`src/rtl/regfile_read_scoreboard.sv`:
```
// Register file read side: 16 registers, two bypassed read ports, one write port,
// and a per-register pending-write scoreboard that drives decode-stage stalls.
module regfile_read_scoreboard #(
    parameter int DATA_WIDTH = 16,
    parameter int CNT_WIDTH  = 2
) (
    input  logic                  clk,
    input  logic                  rst_n,
    input  logic [3:0]            SrcReg1,
    input  logic [3:0]            SrcReg2,
    output logic [DATA_WIDTH-1:0] SrcData1,
    output logic [DATA_WIDTH-1:0] SrcData2,
    input  logic [3:0]            DstReg,
    input  logic                  WriteReg,
    input  logic [DATA_WIDTH-1:0] DstData,
    input  logic [3:0]            IssueReg,
    input  logic                  IssueValid,
    output logic                  Busy1,
    output logic                  Busy2,
    output logic                  Stall
);

    localparam int NREGS = 16;

    logic [DATA_WIDTH-1:0] regs [NREGS];
    logic [CNT_WIDTH-1:0]  cnt  [NREGS];
    logic [NREGS-1:0]      writeDec;
    logic [NREGS-1:0]      issueDec;

    // One-hot decoders; bit 0 is masked so R0 never stores data or counts.
    always_comb begin
        writeDec           = '0;
        issueDec           = '0;
        writeDec[DstReg]   = WriteReg;
        issueDec[IssueReg] = IssueValid;
        writeDec[0]        = 1'b0;
        issueDec[0]        = 1'b0;
    end

    always_ff @(posedge clk) begin
        if (!rst_n) begin
            for (int unsigned r = 0; r < NREGS; r++) begin
                regs[r] <= '0;
                cnt[r]  <= '0;
            end
        end else begin
            for (int unsigned r = 1; r < NREGS; r++) begin
                if (writeDec[r]) begin
                    regs[r] <= DstData;
                end
                // Issue and writeback on the same edge cancel out.
                if (issueDec[r] && !writeDec[r] && cnt[r] != '1) begin
                    cnt[r] <= cnt[r] + CNT_WIDTH'(1);
                end else if (writeDec[r] && !issueDec[r] && cnt[r] != '0) begin
                    cnt[r] <= cnt[r] - CNT_WIDTH'(1);
                end
            end
        end
    end

    function automatic logic [DATA_WIDTH-1:0] readData(input logic [3:0] src);
        if (src == 4'd0) begin
            return '0;
        end
        if (WriteReg && DstReg == src) begin
            return DstData;
        end
        return regs[src];
    endfunction

    // A single outstanding write is satisfied by a writeback in the same cycle.
    function automatic logic readBusy(input logic [3:0] src);
        logic [CNT_WIDTH-1:0] c;
        c = cnt[src];
        if (src == 4'd0) begin
            return 1'b0;
        end
        if (c > CNT_WIDTH'(1)) begin
            return 1'b1;
        end
        return (c == CNT_WIDTH'(1)) && !(WriteReg && DstReg == src);
    endfunction

    always_comb begin
        SrcData1 = readData(SrcReg1);
        SrcData2 = readData(SrcReg2);
        Busy1    = readBusy(SrcReg1);
        Busy2    = readBusy(SrcReg2);
        Stall    = Busy1 | Busy2;
    end

endmodule

```
`config.mk`:
```
export PLATFORM = sky130hd
export DESIGN_NAME = regfile_read_scoreboard
export DESIGN_NICKNAME = d
export VERILOG_FILES = /design/src/rtl/regfile_read_scoreboard.sv
export SDC_FILE = /design/constraint.sdc
export NUM_CORES = 1
export LEC_CHECK = 0
export ABC_AREA = 1
export CAP_MARGIN = 30
export CELL_PAD_IN_SITES_DETAIL_PLACEMENT = 1
export CELL_PAD_IN_SITES_GLOBAL_PLACEMENT = 2
export CORE_ASPECT_RATIO = 0.7
export CORE_MARGIN = 3
export CORE_UTILIZATION = 37
export CTS_CLUSTER_SIZE = 16
export DETAILED_ROUTE_END_ITERATION = 6
export PLACE_DENSITY_LB_ADDON = 0.12
export SLEW_MARGIN = 10
export SYNTH_ARGS = -nofsm -noshare
export SYNTH_HDL_FRONTEND = slang
export SYNTH_SLANG_ARGS = --single-unit
```
`constraint.sdc`:
```
create_clock -name clk -period 3 [get_ports clk]
set_clock_uncertainty 0.1 [all_clocks]
set_input_delay 0.3 -clock clk [delete_from_list [all_inputs] [get_ports clk]]
set_output_delay 0.3 -clock clk [all_outputs]
set_load 0.03 [all_outputs]
```
# ---- After elaboration in Yosys (flattened, before gate mapping)
# Memory sizes are Yosys's and may differ from the RTL's.
# Cells that the tools add are included.
# W data, S select, Z words.
dict set report classes {
  add_sub_neg 30
  magnitude_cmp 6
  n_eq_ne 19
  muxes 226
  bitwise_logic 48
  reduce_logical 115
}
# operator n
set ops {}
lappend ops {{$mux W16} 23}
lappend ops {{$mux W1} 171}
lappend ops {{$logic_and A1 B1 Y1} 66}
lappend ops {{$mux W2} 30}
lappend ops {{$or A1 B1 Y1} 46}
lappend ops {{$and A16 B16 Y16} 2}
lappend ops {{$logic_not A1 Y1} 32}
lappend ops {{$add A2 B1 Y2 const B} 15}
lappend ops {{$ne A2 B2 Y1 const B} 15}
lappend ops {{$reduce_bool A2 Y1} 15}
lappend ops {{$sub A2 B1 Y2 const B} 15}
lappend ops {{$lt A4 B5 Y1 const B} 2}
lappend ops {{$demux W1 S4} 2}
lappend ops {{$eq A4 B4 Y1} 2}
lappend ops {{$ge A4 B1 Y1 const B} 2}
lappend ops {{$logic_not A4 Y1} 2}
lappend ops {{$eq A2 B1 Y1 const B} 2}
lappend ops {{$gt A2 B1 Y1 const B} 2}
dict set report totals {
  register_bits 0
  mem_bits_rw 288
  input_bits 36
  output_inout_bits 35
  word_cells 446
  memories 2
}
# memory words width read_ports rd_clocked_by_memory_dff wr line_no
set mem_list {}
lappend mem_list {regs 16 16 2 0 16 25} ;# logic [DATA_WIDTH-1:0] regs [NREGS];
lappend mem_list {cnt 16 2 17 0 16 26} ;# logic [CNT_WIDTH-1:0] cnt [NREGS];

# ---- Logic depth before layout (Yosys ltp)
dict set report depth {
  word_depth 13
  depth_mapped 12
  mapped_depth_nobuf 11
}

# ---- Worst setup path after synthesis
# No wires, ideal clock.
dict set report synth_path {
  path_type {input to register}
  from {input DstReg[1]}
  to {memory cnt[5][0] (enable)}
  setup_time_ns 0.260
  arrival_time_ns 2.213
  required_time_ns 2.640
  slack_ns 0.427
  path_stages 6
  n_path_buf 0
  cell_sequence {inv_1 > nand3_1 > o21ai_0 > nor3_1 > a21oi_1 > nand2_1}
}
# item line_no
set synth_rtl {}
lappend synth_rtl {{from (decl)} 13} ;# input logic [3:0] DstReg,
lappend synth_rtl {{to (decl)} 26}

# ---- Final worst setup path
dict set report layout_path {
  from {input DstReg[3]}
  to {output SrcData1[13]}
}
dict set report layout_via {
  elab_chain_cells 6
  word_cells_on_any_way 7
  cone_classes {eq/ne: 1; mux: 5; reduce/logical: 1}
}
# item line_no
set layout_rtl {}
lappend layout_rtl {{$eq A4 B4 Y1 (*)} 65} ;# if (WriteReg && DstReg == src) begin
lappend layout_rtl {{$logic_and A1 B1 Y1 (*)} 65}
lappend layout_rtl {{$mux W1 (2 in series)} 65}
lappend layout_rtl {{$mux W16 (*)} 68} ;# return regs[src];
lappend layout_rtl {{$mux W16 (*)} 65}
lappend layout_rtl {{to (decl)} 11} ;# output logic [DATA_WIDTH-1:0] SrcData1,
# Every way passes the cells marked *; elsewhere a longest branch is shown, timed or not. The select of a mux whose other input is x is not followed.

==> results.cfg <==
[status]
outcome = finished, final reports clean

[worst_hold_path]
hp-class = primary input to flip-flop
hold_depth = 2

[timing]
hold_violations = 0
slew_violations = 0
whs_ps = 201
setup_viol = 0
worstMarginPinSlew_ps = 674
fin_crit_sh_pct = 95.5
slew_headroom_pct = 55.1
min_period_ps = 2860
max_freq_mhz = 349
rsz0062_at_grt = false

[setup_path]
cpPeakStageDelay_ps = 610
reg2reg_depth = 3
path_cells = clkdlybuf4s50_1, inv_1, o22ai_1, nor2_1, nand3_1, buf_4, o21ai_0, a21oi_1, buf_12
critPathKind = primary input to output port
r2r_slack_ps = 1430
critical_path.top_delay_family = buffers and inverters
worstPathArrival_ps = 2460
required_ps = 2600
critPathSlowestCell = clkdlybuf4s50_1
critical_path_depth = 9
path_buf_inv = 4
cp-start-kind = primary input
r2r_start = cnt[15][0]
endpoint = SrcData1[13]
cp-startpoint = DstReg[3]
rr_endpoint = cnt[15][1]
end_kind = output port
crit_fanout = 24

[synth]
synth_warnings = 0
synth_seq_cells = 270
synth_fp_nets = 1980
async_flop_share_pct = 0
synth_area_um2 = 15400
synthTopCellsByCount = nand2_1, nor2_1, edfxtp_1, o21ai_0, nand3_1
synth_area_leaders = edfxtp_1, nand2_1, nor2_1, o21ai_0, nand3_1
yosysSeqAreaShare_pct = 52.8
synth_top_area_share_pct = 52.8
synth_edf_count = 270
synth_cells = 1942
syn_area_per_cell_um2 = 7.91
synth-main-ff-cell = edfxtp_1
synth.most_common_cell = nand2_1
ys_types = 28
synth.largest_area_cell = edfxtp_1

[cts]
cts-root-buf = clkbuf_16
h-tree-depth = 1
clock_latency_ps = 570
post-cts-setup-buffers = 0
cts_tree = done
clk_path_buf_depth = 3
cts_buffers = 30
cts.sinks = 270
cts.clk_slew.worst_paths_ps = 70

[routing]
wl_mm = 64.7
first_pass_iters = 5
drt.antenna.violating_nets = 0
vias = 14700
drc = 0
vias_per_cell = 5.70
drt-wirelength-per-cell_um = 25.0
drt-initial-drc-count = 1351

[global_route]
grt_pass1_vias = 15100
grt-ovfl-total = 0
grt_pass1_wl_mm = 96.5
antenna_found_initial = 0
globalRouteTotalUtil_pct = 29.3
grt_start_max_net_pins = 58

[die]
die_area_um2 = 44000
rows = 61
die_h_um = 176
core-area_um2 = 40400
io_pins = 71
start_util_pct = 38.1
die_x_um = 250

[place]
gp_congestion = 0.884
dp_hpwl_mm = 45.0
placed_cells = 2533
io_buffers = 70

[layout]
fillCellCount = 4848
nets = 2068
area_growth_pct = 18.1
drive_above_1_share_pct = 9.26
seqCellArea_um2 = 8110
stdcell_count = 2587
multi_input_area_um2 = 6180
num_antenna_cells = 0
final_core_util_pct = 44.9

[pwr]
p_leak_nw = 7.38
irDropWorstVdd_mv = 0.385
pwr_density_cell_nw_per_um2 = 561

[job]
cap_violations = 0
layer usage:
metal  part of all wire [%]  wire, um  track usage (%)
met1                     45     29300             41.0
met4                    3.6      2340             9.83
met5                      0         0                0
met2                     45     29000             46.8
met3                    6.2      4030             4.34
logic make-up (layout without fill, tap and decap cells):
logic type | count (synthesis) | in the layout | share of synthesized area [%]
XOR/XNOR | 1 | 1 | 0.0570
buffers and inverters | 278 | 388 | 7.22
AND/OR/NAND/NOR | 1012 | 1012 | 26.7
flip-flops | 270 | 270 | 52.8
adder cells (fa/ha/maj) | 2 | 2 | 0.163
AO/OA/AOI/OAI | 379 | 379 | 13.1
timing repair:
| item | in CTS | in global routing |
|---|---|---|
| pin swaps | 0 | 0 |
| hold buffers | 0 | 0 |
| resized for setup | 1 | 1 |
| gates cloned | 0 | 0 |
| setup endpoints to repair | 1 | 9 |
power by group:
group	switching, W	leakage (nW)	internal (W)
logic	0.00120	4.28	0.000550
clock network	0.00158	0.486	0.00229
registers	0.000136	2.62	0.00444
worst reg2reg max path, stage by stage (launching register included):
cell and delay [ps]:
edfxtp_1 430, nand2_1 120, nand2_1 50, o311ai_0 500
cell type report:
type,instances,share of cell area [%]
Sequential cell,270,44.7
Multi-Input combinational cell,1394,34.1
Timing Repair Buffer,168,8.61
Clock buffer,36,4.38
Tap cell,535,3.69
Inverter,166,3.45
Clock inverter,18,1.12
cells in the final DEF, fill, tap and decap left out, drive strengths merged:
cell type      Yosys  layout
or2                1       1
bufinv             0       5
nand2            457     457
nor2             349     349
ha                 2       2
o22ai              5       5
buf               59     138
a21oi            142     142
edfxtp           270     270
o211ai            38      38
o21ai            187     187
nand3b             1       1
nor3b              1       1
inv              161     161
o21a               4       4
nand4             16      16
nand3            179     179
o311ai             2       2
clkbuf            53      36
nor4               1       1
a211oi             1       1
clkinv             5      17
xnor2              1       1
clkdlybuf4s50      0      29
nor3               7       7
dlygate4sd2        0       1
clkinvlp           0       1
sequential cells by signal (all words and copies together) (netlist names):
name	count
regs	240
cnt	30
stage by stage:
stage / worst slack, ps / cell area (um2) / power, W / TNS [ps]
after floorplan: 427 / 15400 / 0.00554 / 0
after global placement: -87.7 / 17100 / 0.00634 / -87.7
after detailed placement: -30.2 / 17100 / 0.00638 / -30.2
after CTS: 46.3 / 18100 / 0.0102 / 0
after global routing: 4.91 / 18100 / 0.0106 / 0
final: 135 / 18100 / 0.0102 / 0
how the worst min path moves through the flow:
stage                start          end  slack, ps
2_1_floorplan  DstData[10]  regs[4][10]        430
3_3_place_gp    cnt[11][0]   cnt[11][0]        500
3_5_place_dp    cnt[11][0]   cnt[11][0]        500
4_1_cts              rst_n    cnt[8][1]        160
5_1_grt              rst_n    cnt[5][0]        200
6_report             rst_n    cnt[8][1]        200
No activity file was read; power rests on OpenSTA's default activity.
